File: src/rtl/apb_master_arb.sv
// apb_master_arb: two-client APB master with round-robin arbitration.
// Accepts register accesses from two local clients and sequences the APB
// SETUP/ACCESS phases to a single slave. Supports PREADY wait states and
// aborts an access with an error when the slave stalls for TIMEOUT cycles.
// Ports:
//   PCLK, PRESET                 clock, async active-high reset
//   reqN_valid/write/addr/wdata  client N request (held until reqN_ack)
//   reqN_ack                     one-cycle pulse, request captured
//   respN_valid/rdata/err        one-cycle completion pulse with read data/error
//   PSEL/PENABLE/PWRITE/PADDR/PWDATA   APB master outputs (registered)
//   PRDATA/PREADY/PSLVERR              APB slave returns
module apb_master_arb #(
  parameter int unsigned AWIDTH  = 4,
  parameter int unsigned DWIDTH  = 8,
  parameter int unsigned TIMEOUT = 15,
  parameter int unsigned TWIDTH  = 4
) (
  input  logic              PCLK,
  input  logic              PRESET,
  input  logic              req0_valid,
  input  logic              req0_write,
  input  logic [AWIDTH-1:0] req0_addr,
  input  logic [DWIDTH-1:0] req0_wdata,
  output logic              req0_ack,
  output logic              resp0_valid,
  output logic [DWIDTH-1:0] resp0_rdata,
  output logic              resp0_err,
  input  logic              req1_valid,
  input  logic              req1_write,
  input  logic [AWIDTH-1:0] req1_addr,
  input  logic [DWIDTH-1:0] req1_wdata,
  output logic              req1_ack,
  output logic              resp1_valid,
  output logic [DWIDTH-1:0] resp1_rdata,
  output logic              resp1_err,
  output logic              PSEL,
  output logic              PENABLE,
  output logic              PWRITE,
  output logic [AWIDTH-1:0] PADDR,
  output logic [DWIDTH-1:0] PWDATA,
  input  logic [DWIDTH-1:0] PRDATA,
  input  logic              PREADY,
  input  logic              PSLVERR
);

  typedef enum logic [1:0] {
    IDLE   = 2'd0,
    SETUP  = 2'd1,
    ACCESS = 2'd2
  } state_t;

  state_t             state, state_nxt;
  logic [TWIDTH-1:0]  cnt, cnt_nxt;
  logic               last_grant, last_grant_nxt;

  // Next values of the registered outputs
  logic              psel_nxt, penable_nxt, pwrite_nxt;
  logic [AWIDTH-1:0] paddr_nxt;
  logic [DWIDTH-1:0] pwdata_nxt;
  logic              ack0_nxt, ack1_nxt;
  logic              rv0_nxt, rv1_nxt;
  logic [DWIDTH-1:0] rdata0_nxt, rdata1_nxt;
  logic              err0_nxt, err1_nxt;

  logic              any_req_c;
  logic              gnt_c;
  logic              abort_c;
  logic              done_c;
  logic [DWIDTH-1:0] rdata_c;
  logic              err_c;

  assign any_req_c = req0_valid | req1_valid;

  // Round-robin: with both requesting, the client not served last wins
  always_comb begin
    gnt_c = req1_valid;
    if (req0_valid && req1_valid) gnt_c = ~last_grant;
  end

  // cnt holds the number of wait cycles already spent in ACCESS, so the
  // TIMEOUT-th stalled ACCESS cycle is the one where cnt == TIMEOUT-1
  assign abort_c = (state == ACCESS) && !PREADY && (cnt == TWIDTH'(TIMEOUT - 1));
  assign done_c  = (state == ACCESS) && (PREADY || abort_c);
  assign rdata_c = (PREADY && !PWRITE) ? PRDATA : '0;
  assign err_c   = PREADY ? PSLVERR : 1'b1;

  // State register
  always_ff @(posedge PCLK or posedge PRESET) begin
    if (PRESET) state <= IDLE;
    else        state <= state_nxt;
  end

  // Next-state logic
  always_comb begin
    state_nxt = state;
    case (state)
      IDLE:    if (any_req_c) state_nxt = SETUP;
      SETUP:   state_nxt = ACCESS;
      ACCESS:  if (done_c) state_nxt = IDLE;
      default: state_nxt = IDLE;
    endcase
  end

  // Output / datapath next values
  always_comb begin
    psel_nxt       = 1'b0;
    penable_nxt    = 1'b0;
    pwrite_nxt     = PWRITE;
    paddr_nxt      = PADDR;
    pwdata_nxt     = PWDATA;
    ack0_nxt       = 1'b0;
    ack1_nxt       = 1'b0;
    rv0_nxt        = 1'b0;
    rv1_nxt        = 1'b0;
    rdata0_nxt     = '0;
    rdata1_nxt     = '0;
    err0_nxt       = 1'b0;
    err1_nxt       = 1'b0;
    cnt_nxt        = cnt;
    last_grant_nxt = last_grant;
    case (state)
      IDLE: begin
        if (any_req_c) begin
          psel_nxt       = 1'b1;
          last_grant_nxt = gnt_c;
          if (gnt_c) begin
            pwrite_nxt = req1_write;
            paddr_nxt  = req1_addr;
            pwdata_nxt = req1_wdata;
            ack1_nxt   = 1'b1;
          end else begin
            pwrite_nxt = req0_write;
            paddr_nxt  = req0_addr;
            pwdata_nxt = req0_wdata;
            ack0_nxt   = 1'b1;
          end
        end
      end
      SETUP: begin
        psel_nxt    = 1'b1;
        penable_nxt = 1'b1;
        cnt_nxt     = '0;
      end
      ACCESS: begin
        if (done_c) begin
          // last_grant still names the client owning this transfer
          if (last_grant) begin
            rv1_nxt    = 1'b1;
            rdata1_nxt = rdata_c;
            err1_nxt   = err_c;
          end else begin
            rv0_nxt    = 1'b1;
            rdata0_nxt = rdata_c;
            err0_nxt   = err_c;
          end
        end else begin
          psel_nxt    = 1'b1;
          penable_nxt = 1'b1;
          cnt_nxt     = cnt + TWIDTH'(1);
        end
      end
      default: ;
    endcase
  end

  // Output and datapath registers
  always_ff @(posedge PCLK or posedge PRESET) begin
    if (PRESET) begin
      PSEL        <= 1'b0;
      PENABLE     <= 1'b0;
      PWRITE      <= 1'b0;
      PADDR       <= '0;
      PWDATA      <= '0;
      req0_ack    <= 1'b0;
      req1_ack    <= 1'b0;
      resp0_valid <= 1'b0;
      resp1_valid <= 1'b0;
      resp0_rdata <= '0;
      resp1_rdata <= '0;
      resp0_err   <= 1'b0;
      resp1_err   <= 1'b0;
      cnt         <= '0;
      last_grant  <= 1'b1;
    end else begin
      PSEL        <= psel_nxt;
      PENABLE     <= penable_nxt;
      PWRITE      <= pwrite_nxt;
      PADDR       <= paddr_nxt;
      PWDATA      <= pwdata_nxt;
      req0_ack    <= ack0_nxt;
      req1_ack    <= ack1_nxt;
      resp0_valid <= rv0_nxt;
      resp1_valid <= rv1_nxt;
      resp0_rdata <= rdata0_nxt;
      resp1_rdata <= rdata1_nxt;
      resp0_err   <= err0_nxt;
      resp1_err   <= err1_nxt;
      cnt         <= cnt_nxt;
      last_grant  <= last_grant_nxt;
    end
  end

endmodule

File: config.mk
export PLATFORM = sky130hd
export DESIGN_NAME = apb_master_arb
export DESIGN_NICKNAME = d
export VERILOG_FILES = /design/src/rtl/apb_master_arb.sv
export SDC_FILE = /design/constraint.sdc
export NUM_CORES = 1
export LEC_CHECK = 0
export BUFFER_PORTS_ARGS = -buffer_cell sky130_fd_sc_hd__buf_2
export CORE_MARGIN = 2
export CORE_UTILIZATION = 30
export DETAILED_ROUTE_END_ITERATION = 8
export SYNTH_ARGS = -nofsm -noshare
export SYNTH_HDL_FRONTEND = slang
export SYNTH_SLANG_ARGS = --single-unit
File: constraint.sdc
create_clock -name PCLK -period 2.7 [get_ports PCLK]
set_input_delay 0.405 -clock PCLK [delete_from_list [all_inputs] [get_ports PCLK]]
set_output_delay 0.405 -clock PCLK [all_outputs]
set_load 0.05 [all_outputs]
==> Word-level counts from Yosys, hierarchy flattened <==
Cells that the tools add are included.
{ "word_totals": {"inputBits": 40, "elab_cells": 77, "out_inout_bits": 37, "regBits": 44} }
{ "classes": {"n_reduce_logical": 13, "muxes": 39, "n_eq_ne": 6, "add_sub_neg": 1, "n_bitwise": 2} }
{ "ops": {"columns": ["operator", "n"], "rows": [
  ["8-bit two-way mux", 8],
  ["1-bit two-way mux", 23],
  ["4-bit two-way mux", 2],
  ["4-bit case mux with 2 select lines", 1],
  ["2-bit inequality test (second input constant)", 3],
  ["2-bit case mux with 3 select lines", 1],
  ["2-bit AND reduction", 3],
  ["1-bit logical AND", 5],
  ["4-bit by 1-bit adder with 4-bit output (second input constant)", 1],
  ["4-bit equality test (second input constant)", 1],
  ["2-bit two-way mux", 2],
  ["1-bit case mux with 3 select lines", 1],
  ["2-bit by 1-bit equality test with 1-bit output (second input constant)", 1],
  ["2-bit equality test (second input constant)", 1],
  ["1-bit zero test", 2],
  ["2-bit zero test", 1],
  ["1-bit case mux with 2 select lines", 1],
  ["2-bit nonzero test", 1],
  ["1-bit logical OR", 1],
  ["1-bit NOT", 1],
  ["1-bit bitwise OR", 1]
]} }

==> Logic depth before layout (Yosys ltp) <==
Gate-level depths: netlist of the first run.
{ "depth": {"ltp_word": 7, "mapped_depth": 6, "mapped_depth_nobuf": 5} }

==> Worst setup path after synthesis of the first run <==
OpenSTA, ideal clock, no wires.
{ "synth_path": {"kind": "reg-to-reg", "start": "register cnt[0]", "end": "register state[1]", "path_buffers": 0, "t_arrival_ns": 1.275, "setup_time_ns": 0.128, "slack_ns": 1.297, "period_less_slack_ns": 1.403, "path_stages_with_launch": 6, "required_ns": 2.572, "path_cell_list": "dfrtp_1 > inv_1 > ha_1 > a31oi_1 > a22oi_1 > mux2i_1"} }
{ "synth_via": {"elab_chain_len": 6} }
{ "synth_rtl": {"columns": ["element", "line_no", "source"], "rows": [
  ["from (decl)", "53", "logic [TWIDTH-1:0] cnt, cnt_nxt;"],
  ["from (signal assigned)", "198", "cnt <= cnt_nxt;"],
  ["4-bit equality test", "82", "assign abort_c = (state == ACCESS) && !PREADY && (cnt == TWIDTH'(TIMEOUT - 1));"],
  ["1-bit logical AND", "82", null],
  ["1-bit logical OR", "83", "assign done_c = (state == ACCESS) && (PREADY || abort_c);"],
  ["1-bit logical AND", "83", null],
  ["2-bit inequality test (no line)", null, null],
  ["2-bit AND reduction (no line)", null, null],
  ["to (signal assigned)", "90", "else state <= state_nxt;"],
  ["to (decl)", "52", "state_t state, state_nxt;"]
]} }
No other way between the ends.
A chain may end at the register's enable or synchronous reset.

==> Worst setup path after layout of the first run <==
{ "layout_path": {"start": "register state[0]", "end": "register PWDATA[4]"} }
{ "layout_via": {"elab_chain_len": 2} }
{ "layout_rtl": {"columns": ["element", "line_no", "source"], "rows": [
  ["2-bit zero test", "121", "case (state)"],
  ["2-bit AND reduction (no line)", null, null],
  ["to (signal assigned)", "189", "PWDATA <= pwdata_nxt;"],
  ["to (decl)", "40", "output logic [DWIDTH-1:0] PWDATA,"]
]} }
No other way between the ends.

==> results of run 1 <==
[area by class of cell]
class                      instances  area (um2)
fill                             576        3520
multi-input combinational         98         654
sequential                        44        1100
tap                               75        93.8
clock buffer                       7        86.3
inverter                           6        22.5
timing repair buffer              78         395
clock inverter                     1        7.51
[critical path: cells and delay by family, from the launching register on]
family,cells,cell delay (ns)
simple gates,1,0.20
fa+ha+maj,1,0.33
compound gates,2,0.75
buf+inv,1,0.08
flops,1,0.40
[cells by family after synthesis]
group	synth area share
compound gates	0.116
buf+inv	0.0277
simple gates	0.160
mux	0.0443
fa+ha+maj	0.0416
flops	0.610
[path summary, 6_finish.rpt]
kind,endpoint,slack [ns],depth (start not counted)
setup / recovery,PWDATA[4],0.83,5
hold / removal,PWDATA[5],0.07,2
setup reg to reg,PWDATA[4],0.83,5
hold reg to reg,PADDR[3],0.49,2
max in group asynchronous,last_grant,1.89,3
min in group PCLK,resp0_rdata[1],0.33,2
[routing by layer]
| layer | up-vias | wire length (um) | track usage |
|---|---|---|---|
| met3 | 4 | 310 | 0.0308 |
| met4 | 0 | 38 | 0.0400 |
| met5 | - | 0 | 0 |
| met1 | 646 | 1780 | 0.157 |
| met2 | 51 | 1810 | 0.204 |
| li1 | 690 | - | - |
[state kept, by name, summed over array words and instances, names as in the netlist]
name	count
resp0_rdata	8
resp1_err	1
req1_ack	1
last_grant	1
PSEL	1
PADDR	4
PWRITE	1
resp1_rdata	8
resp0_valid	1
state	2
PWDATA	8
req0_ack	1
resp1_valid	1
cnt	4
PENABLE	1
resp0_err	1
[metrics by stage]
step                      hold slack (ns)   util  setup slack [ns]  instances
after floorplan                     0.475      -              1.27        153
after global placement              0.398  0.385             0.894        301
after detailed placement            0.395  0.385             0.804        301
after CTS                          0.0735  0.401             0.794        309
after global routing                0.102  0.401             0.607        309
final                              0.0691  0.401             0.829        309
[power by group]
part | internal [W] | switching [W]
sequential | 0.000839 | 0.000105
combinational | 0.000320 | 0.000825
clock | 0.000208 | 0.000214
[cell usage in the layout (no fill, tap or decap), types with 5 or more instances in the layout]
master and instances:
clkbuf_8 6, buf_2 76, dfrtp_1 43, and2_1 16
mux2i_1 8, a221o_1 7, inv_1 5, ha_1 6
o21ai_0 8, nand2_1 12, nor2_1 10, and3_1 7
==> flow_metrics.env, run 1 <==
export IMPL_status="complete, no violations"
export IMPL_synthCells=153
export IMPL_cts_tree="done"
export IMPL_cts_buffers_inserted=5
export IMPL_antenna_found_initial=0
export IMPL_yosys_cell_count_top_type="dfrtp_1"
export IMPL_setup_viol=0
export IMPL_place_area_um2=2270
export IMPL_cts_clk_slew_worst_paths_ns=0.08
export IMPL_grt_pass1_wl_mm=6.29
export IMPL_p_per_area_nw_per_um2=1060
export IMPL_grt_start_max_net_pins=31
export IMPL_worst_endpoint_required_ns=2.88
export IMPL_fin_area_um2=2360
export IMPL_p_leak_nw=1.30
export IMPL_path_class="reg2reg"
export IMPL_cts_hold_buf=0
export IMPL_cap_violations=0
export IMPL_yosys_top_cells_area="dfrtp_1, and2_1, mux2i_1"
export IMPL_postCtsSetupRepairBufs=0
export IMPL_antenna_cells=0
export IMPL_gp_congestion=0.749
export IMPL_yosysTopAreaCellShare=0.596
export IMPL_syn_area_um2=1810
export IMPL_cp_max_fo=13
export IMPL_clk_latency_ns=0.29
export IMPL_cts_max_level=2
export IMPL_max_vdd_ir_drop_uv=671
export IMPL_min_period_ns=1.87
export IMPL_core_area_um2=5890
export IMPL_die_h_um=81.6
export IMPL_synth_common_cells="dfrtp_1, and2_1, nand2_1"
export IMPL_period_share=0.693
export IMPL_cts_sinks=44
export IMPL_yosysSeqAreaShare=0.610
export IMPL_area_growth_pct=30.7
export IMPL_synthArstFlopShare=1.00
export IMPL_die_area_um2=6660
export IMPL_yosysWarningCount=0
export IMPL_synth_seq_cells=44
export IMPL_arrival_ns=2.05
export IMPL_rows=28
export IMPL_layout_drive_gt1_share=0.376
export IMPL_root_buffer="clkbuf_8"
export IMPL_drt_total_wl_mm=3.94
export IMPL_worstPathCellList="inv_1, ha_1, o21ai_1, nor2_2, a221o_1"
export IMPL_drtIter0Drc=42
export IMPL_yosys_area_top_type="dfrtp_1"
export IMPL_cp_startpoint="state[0]"
export IMPL_worst_setup_path_start_kind="flop"
export IMPL_hold_viol_final=0
export IMPL_port_buffers=76
export IMPL_wl_per_cell_um=12.7
export IMPL_synth_cell_types=29
export IMPL_maxSlewViolCount=0
export IMPL_fmax_mhz=534
export IMPL_grt_pass1_vias=1346
export IMPL_vias_per_cell=4.50
export IMPL_fin_setup_tns_ns=0
export IMPL_rsz0062_at_grt="no"
export IMPL_layout_nets=279
export IMPL_hp_class="in2async"
export IMPL_synthFlopType="dfrtp_1"
export IMPL_ctsResizeCount=0
export IMPL_first_pass_iters=4
export IMPL_place_hpwl_mm=3.00
export IMPL_critPathSlowestCell="o21ai_1"
export IMPL_worst_slew_pin_slew_ns=0.719
export IMPL_gr_total_overflow=0
export IMPL_max_stage_delay_ns=0.42
export IMPL_syn_mean_instance_area_um2=11.8
export IMPL_start_util=0.307
export IMPL_clock_path_buffers=2
export IMPL_slew_headroom=0.518
export IMPL_io_pins=77
export IMPL_die_w_um=81.6
export IMPL_endpoint_kind="flop"
export IMPL_p_total_w=0.00251
export IMPL_grt_usage=0.123
export IMPL_remaining_drc_errors=0
export IMPL_synth_nets=199
export IMPL_skew_ns=0.00506
export IMPL_reg2reg_from="state[0]"
export IMPL_via_count=1391
export IMPL_synth_edf_count=0
export IMPL_final_antenna_net_count=0
Note: power is estimated with default switching activity, not from simulation.
==> run 2, diff against run 1 <==
- clock period: 2.7 -> 1.7 ns (I/O delays scaled with it)
==> flow_metrics.env, run 2 (synthesized netlist as in run 1, its figures left out) <==
export IMPL_path_class="reg2reg"
export IMPL_worst_endpoint_required_ns=1.93
export IMPL_drtIter0Drc=72
export IMPL_rows=28
export IMPL_first_pass_iters=4
export IMPL_antenna_found_initial=0
export IMPL_period_share=0.903
export IMPL_fin_setup_tns_ns=0
export IMPL_grt_pass1_wl_mm=6.42
export IMPL_gr_total_overflow=0
export IMPL_cts_hold_buf=0
export IMPL_top_regs="PWDATA (8), resp0_rdata (8), resp1_rdata (8)"
export IMPL_reg2reg_from="state[0]"
export IMPL_p_total_w=0.00402
export IMPL_p_leak_nw=1.32
export IMPL_hold_viol_final=0
export IMPL_layout_drive_gt1_share=0.403
export IMPL_cts_sinks=44
export IMPL_setup_viol=0
export IMPL_grt_start_max_net_pins=45
export IMPL_hp_class="in2async"
export IMPL_worst_slew_pin_slew_ns=0.550
export IMPL_cts_clk_slew_worst_paths_ns=0.08
export IMPL_cts_buffers_inserted=5
export IMPL_die_w_um=81.6
export IMPL_layout_nets=283
export IMPL_via_count=1415
export IMPL_cts_tree="done"
export IMPL_final_cell_mix="buf_2, dfrtp_1, and2_1, nand2_1"
export IMPL_gp_congestion=0.681
export IMPL_fin_area_um2=2400
export IMPL_slew_headroom=0.633
export IMPL_place_hpwl_mm=3.05
export IMPL_die_area_um2=6660
export IMPL_r2r_slack_ns=0.17
export IMPL_cp_max_fo=12
export IMPL_skew_ns=0.00259
export IMPL_antenna_cells=0
export IMPL_final_util=0.408
export IMPL_p_per_area_nw_per_um2=1670
export IMPL_remaining_drc_errors=0
export IMPL_cts_max_level=2
export IMPL_start_util=0.307
export IMPL_mostFrequentLayoutCell="buf_2"
export IMPL_endpoint_kind="flop"
export IMPL_die_h_um=81.6
export IMPL_reg2reg_depth=5
export IMPL_maxSlewViolCount=0
export IMPL_r2r_end="resp1_rdata[3]"
export IMPL_rsz0062_at_grt="no"
export IMPL_ctsResizeCount=0
export IMPL_worst_setup_path_start_kind="flop"
export IMPL_arrival_ns=1.76
export IMPL_drt_total_wl_mm=3.99
export IMPL_grt_pass1_vias=1384
export IMPL_min_period_ns=1.53
export IMPL_cap_violations=0
export IMPL_wl_per_cell_um=12.7
export IMPL_area_growth_pct=33.0
export IMPL_clock_path_buffers=2
export IMPL_port_buffers=76
export IMPL_place_area_um2=2300
export IMPL_vias_per_cell=4.52
export IMPL_status="complete, no violations"
export IMPL_core_area_um2=5890
export IMPL_max_vdd_ir_drop_uv=945
export IMPL_root_buffer="clkbuf_8"
export IMPL_postCtsSetupRepairBufs=0
export IMPL_io_pins=77
export IMPL_grt_usage=0.127
export IMPL_final_antenna_net_count=0
export IMPL_clk_latency_ns=0.29
export IMPL_fmax_mhz=652
[run 2: cell count changes in the layout (fill, tap and decap cells not counted), moves of 2 or more]
cell,delta
nor2_1,-2
nor2_2,+2
clkinv_2,+2
buf_4,+4
[run 2: where the power goes]
| part | internal (W) | switching [W] | total (W) |
|---|---|---|---|
| logic | 0.000541 | 0.00132 | 0.00186 |
| registers | 0.00133 | 0.000170 | 0.00150 |
| clock network | 0.000324 | 0.000331 | 0.000655 |
[run 2: cell type report]
cell class | count | area, um2
tap | 75 | 93.8
clock inverter | 2 | 10.0
sequential | 44 | 1100
fill | 593 | 3480
inverter | 6 | 22.5
clock buffer | 6 | 82.6
multi-input combinational | 98 | 666
timing repair buffer | 82 | 425
[run 2: critical path, cell delays in order (launching register included)]
cell	delay, ns
dfrtp_1	0.41
inv_1	0.09
ha_1	0.38
nand2_1	0.17
nor2_2	0.24
and2_1	0.17
[run 2: routing by layer]
metal / up-vias / wire length (um) / GRT usage
met5: - / 0 / 0
met3: 5 / 324 / 0.0341
met2: 50 / 1900 / 0.216
met4: 0 / 58 / 0.0500
li1: 694 / - / -
met1: 666 / 1710 / 0.153
[run 2: how the worst max path moves through the flow]
| stage | depth (start not counted) | end | start | slack, ns |
|---|---|---|---|---|
| 6_report | 5 | resp1_rdata[3] | state[0] | 0.17 |
| 3_5_place_dp | 5 | resp1_rdata[3] | state[0] | 0.08 |
| 5_1_grt | 5 | resp0_rdata[2] | state[0] | 0.01 |
| 4_1_cts | 5 | resp1_rdata[3] | state[0] | 0.05 |
| 3_3_place_gp | 5 | resp1_rdata[1] | state[0] | 0.07 |
| 2_1_floorplan | 5 | state[1] | cnt[0] | 0.30 |
[run 2: stage by stage]
step           instances  hold WS, ns  setup WS (ns)
3_3_place_gp         305        0.414         0.0744
3_5_place_dp         305        0.421         0.0775
5_1_grt              313        0.138         0.0106
6_report             313       0.0876          0.165
4_1_cts              313        0.103         0.0549
2_1_floorplan        153        0.325          0.297
==> run 3, diff against run 2 <==
- ABC_AREA: default -> 1
==> flow_metrics.env, run 3 <==
export IMPL_gp_congestion=0.673
export IMPL_final_antenna_net_count=0
export IMPL_yosysTopAreaCellShare=0.528
export IMPL_grt_start_max_net_pins=27
export IMPL_layout_nets=354
export IMPL_slew_headroom=0.639
export IMPL_ctsResizeCount=0
export IMPL_synth_nets=275
export IMPL_grt_pass1_wl_mm=7.22
export IMPL_reg2reg_from="cnt[0]"
export IMPL_synth_edf_count=0
export IMPL_cts_buffers_inserted=5
export IMPL_final_util=0.385
export IMPL_synthArstFlopShare=1.00
export IMPL_cts_tree="done"
export IMPL_fmax_mhz=683
export IMPL_synthFlopType="dfrtp_1"
export IMPL_worstHoldPathCells=3
export IMPL_top_regs="PWDATA (8), resp0_rdata (8), resp1_rdata (8)"
export IMPL_port_buffers=76
export IMPL_worstPathCellList="inv_1, ha_1, nand3_2, a21oi_4, nand3_1, inv_1"
export IMPL_holdWs_ns=0.175
export IMPL_rows=30
export IMPL_min_period_ns=1.46
export IMPL_antenna_cells=0
export IMPL_root_buffer="clkbuf_8"
export IMPL_die_w_um=86.4
export IMPL_first_pass_iters=4
export IMPL_path_class="reg2reg"
export IMPL_cp_common_cell="inv_1"
export IMPL_worst_endpoint_required_ns=1.93
export IMPL_core_area_um2=6680
export IMPL_drtIter0Drc=42
export IMPL_cts_sinks=44
export IMPL_via_count=1632
export IMPL_max_vdd_ir_drop_uv=535
export IMPL_antenna_found_initial=0
export IMPL_fillers=692
export IMPL_cts_max_level=2
export IMPL_synth_common_cells="nand2_1, dfrtp_1, inv_1"
export IMPL_clk_latency_ns=0.29
export IMPL_fin_area_um2=2570
export IMPL_cp_top_family="flip-flops"
export IMPL_r2r_slack_ns=0.24
export IMPL_worst_setup_path_start_kind="flop"
export IMPL_syn_area_um2=2040
export IMPL_postCtsSetupRepairBufs=0
export IMPL_hold_end="PWDATA[6]"
export IMPL_layout_drive_gt1_share=0.346
export IMPL_skew_ns=0.00862
export IMPL_fin_setup_tns_ns=0
export IMPL_endpoint_kind="flop"
export IMPL_area_growth_pct=26.3
export IMPL_wl_per_cell_um=10.8
export IMPL_worst_slack_ns=0.236
export IMPL_p_leak_nw=1.60
export IMPL_critPathSlowestCell="dfrtp_1"
export IMPL_p_per_area_nw_per_um2=1550
export IMPL_yosys_area_top_type="dfrtp_1"
export IMPL_cp_max_fo=20
export IMPL_cap_violations=0
export IMPL_cp_num_buf_inv=2
export IMPL_grt_pass1_vias=1606
export IMPL_yosysSeqAreaShare=0.541
export IMPL_cts_hold_buf=1
export IMPL_clock_path_buffers=2
export IMPL_grt_usage=0.120
export IMPL_status="complete, no violations"
export IMPL_reg2reg_depth=6
export IMPL_max_stage_delay_ns=0.43
export IMPL_worst_slew_pin_slew_ns=0.540
export IMPL_io_pins=77
export IMPL_arrival_ns=1.69
export IMPL_synth_seq_cells=44
export IMPL_die_area_um2=7470
export IMPL_hold_viol_final=0
export IMPL_maxSlewViolCount=0
export IMPL_setup_viol=0
export IMPL_period_share=0.861
export IMPL_final_cell_mix="buf_2, nand2_1, dfrtp_1, inv_1, nand3_1"
export IMPL_remaining_drc_errors=0
export IMPL_gr_total_overflow=0
export IMPL_die_h_um=86.4
export IMPL_synthCells=229
export IMPL_rsz0062_at_grt="no"
export IMPL_place_area_um2=2480
export IMPL_hp_class="in2reg"
export IMPL_drt_total_wl_mm=4.21
export IMPL_yosysWarningCount=0
export IMPL_mostFrequentLayoutCell="buf_2"
export IMPL_place_hpwl_mm=3.20
export IMPL_yosys_top_cells_area="dfrtp_1, nand2_1, nand3_1"
export IMPL_cp_depth=6
export IMPL_synth_cell_types=28
export IMPL_cts_clk_slew_worst_paths_ns=0.08
export IMPL_r2r_end="resp0_rdata[2]"
export IMPL_vias_per_cell=4.20
export IMPL_syn_mean_instance_area_um2=8.90
export IMPL_worst_hold_startpoint="req0_wdata[6]"
export IMPL_pre_cts_ws_ns=0.233
export IMPL_start_util=0.305
export IMPL_yosys_cell_count_top_type="nand2_1"
==> run 3: changes by cell type in the layout (fill, tap and decap cells not counted), sizes merged, moves of 3 or more <==
cell / change
a21oi: -3
a221o: -7
a31oi: -4
and2: -16
and3: -7
buf: -4
inv: +37
mux2i: -8
nand2: +62
nand2b: -3
nand3: +32
o21ai: -5
==> run 3: cells by family after synthesis <==
family	Yosys count	share of synthesized area
XOR/XNOR	1	0.00430
buffers and inverters	49	0.111
adder cells (fa/ha/maj)	6	0.0368
AO/OA/AOI/OAI	7	0.0307
flip-flops	44	0.541
AND/OR/NAND/NOR	122	0.276
==> run 3: through the flow <==
stage | power (W) | instances
after CTS | 0.00404 | 389
after detailed placement | 0.00341 | 380
after global routing | 0.00429 | 389
final | 0.00398 | 389
after global placement | 0.00338 | 380
after floorplan | 0.00298 | 229
==> run 3: report_power, final <==
group | switching [W] | leakage, nW | internal, W | total [W]
Clock | 0.000332 | 0.0412 | 0.000287 | 0.000620
Sequential | 0.000170 | 0.582 | 0.00132 | 0.00149
Combinational | 0.00141 | 0.981 | 0.000466 | 0.00187
==> run 3: worst max path at each step <==
| stage | startpoint | endpoint | slack, ns |
|---|---|---|---|
| finish | cnt[0] | resp0_rdata[2] | 0.24 |
| global route | cnt[0] | resp1_rdata[2] | 0.05 |
| CTS | cnt[0] | resp0_rdata[6] | 0.23 |
| detailed placement | cnt[0] | resp0_rdata[6] | 0.23 |
| global placement | cnt[0] | resp1_rdata[2] | 0.29 |
| floorplan | PRESET | PADDR[0] | 0.42 |
==> run 3: layer usage <==
metal	share of wire	track usage	vias to the layer above
li1	-	-	845
met1	0.46	0.158	737
met2	0.47	0.197	45
met3	0.049	0.0305	5
met4	0.014	0.0341	0
met5	0	0	-
==> run 3: area by class of cell <==
cell class | count | area, um2 | share of cell area
clock inverters | 2 | 12.5 | 0.00486
flip-flops and latches | 44 | 1100 | 0.428
multi-input cells | 136 | 709 | 0.276
inverters | 42 | 160 | 0.0622
repair buffers | 79 | 418 | 0.162
clock buffers | 6 | 72.6 | 0.0282
well taps | 80 | 100 | 0.0389
==> run 3: worst reg2reg max path, stage by stage (launching register included) <==
cell     delay, ns
dfrtp_1       0.43
inv_1         0.07
ha_1          0.16
nand3_2       0.11
a21oi_4       0.42
nand3_1       0.14
inv_1         0.08
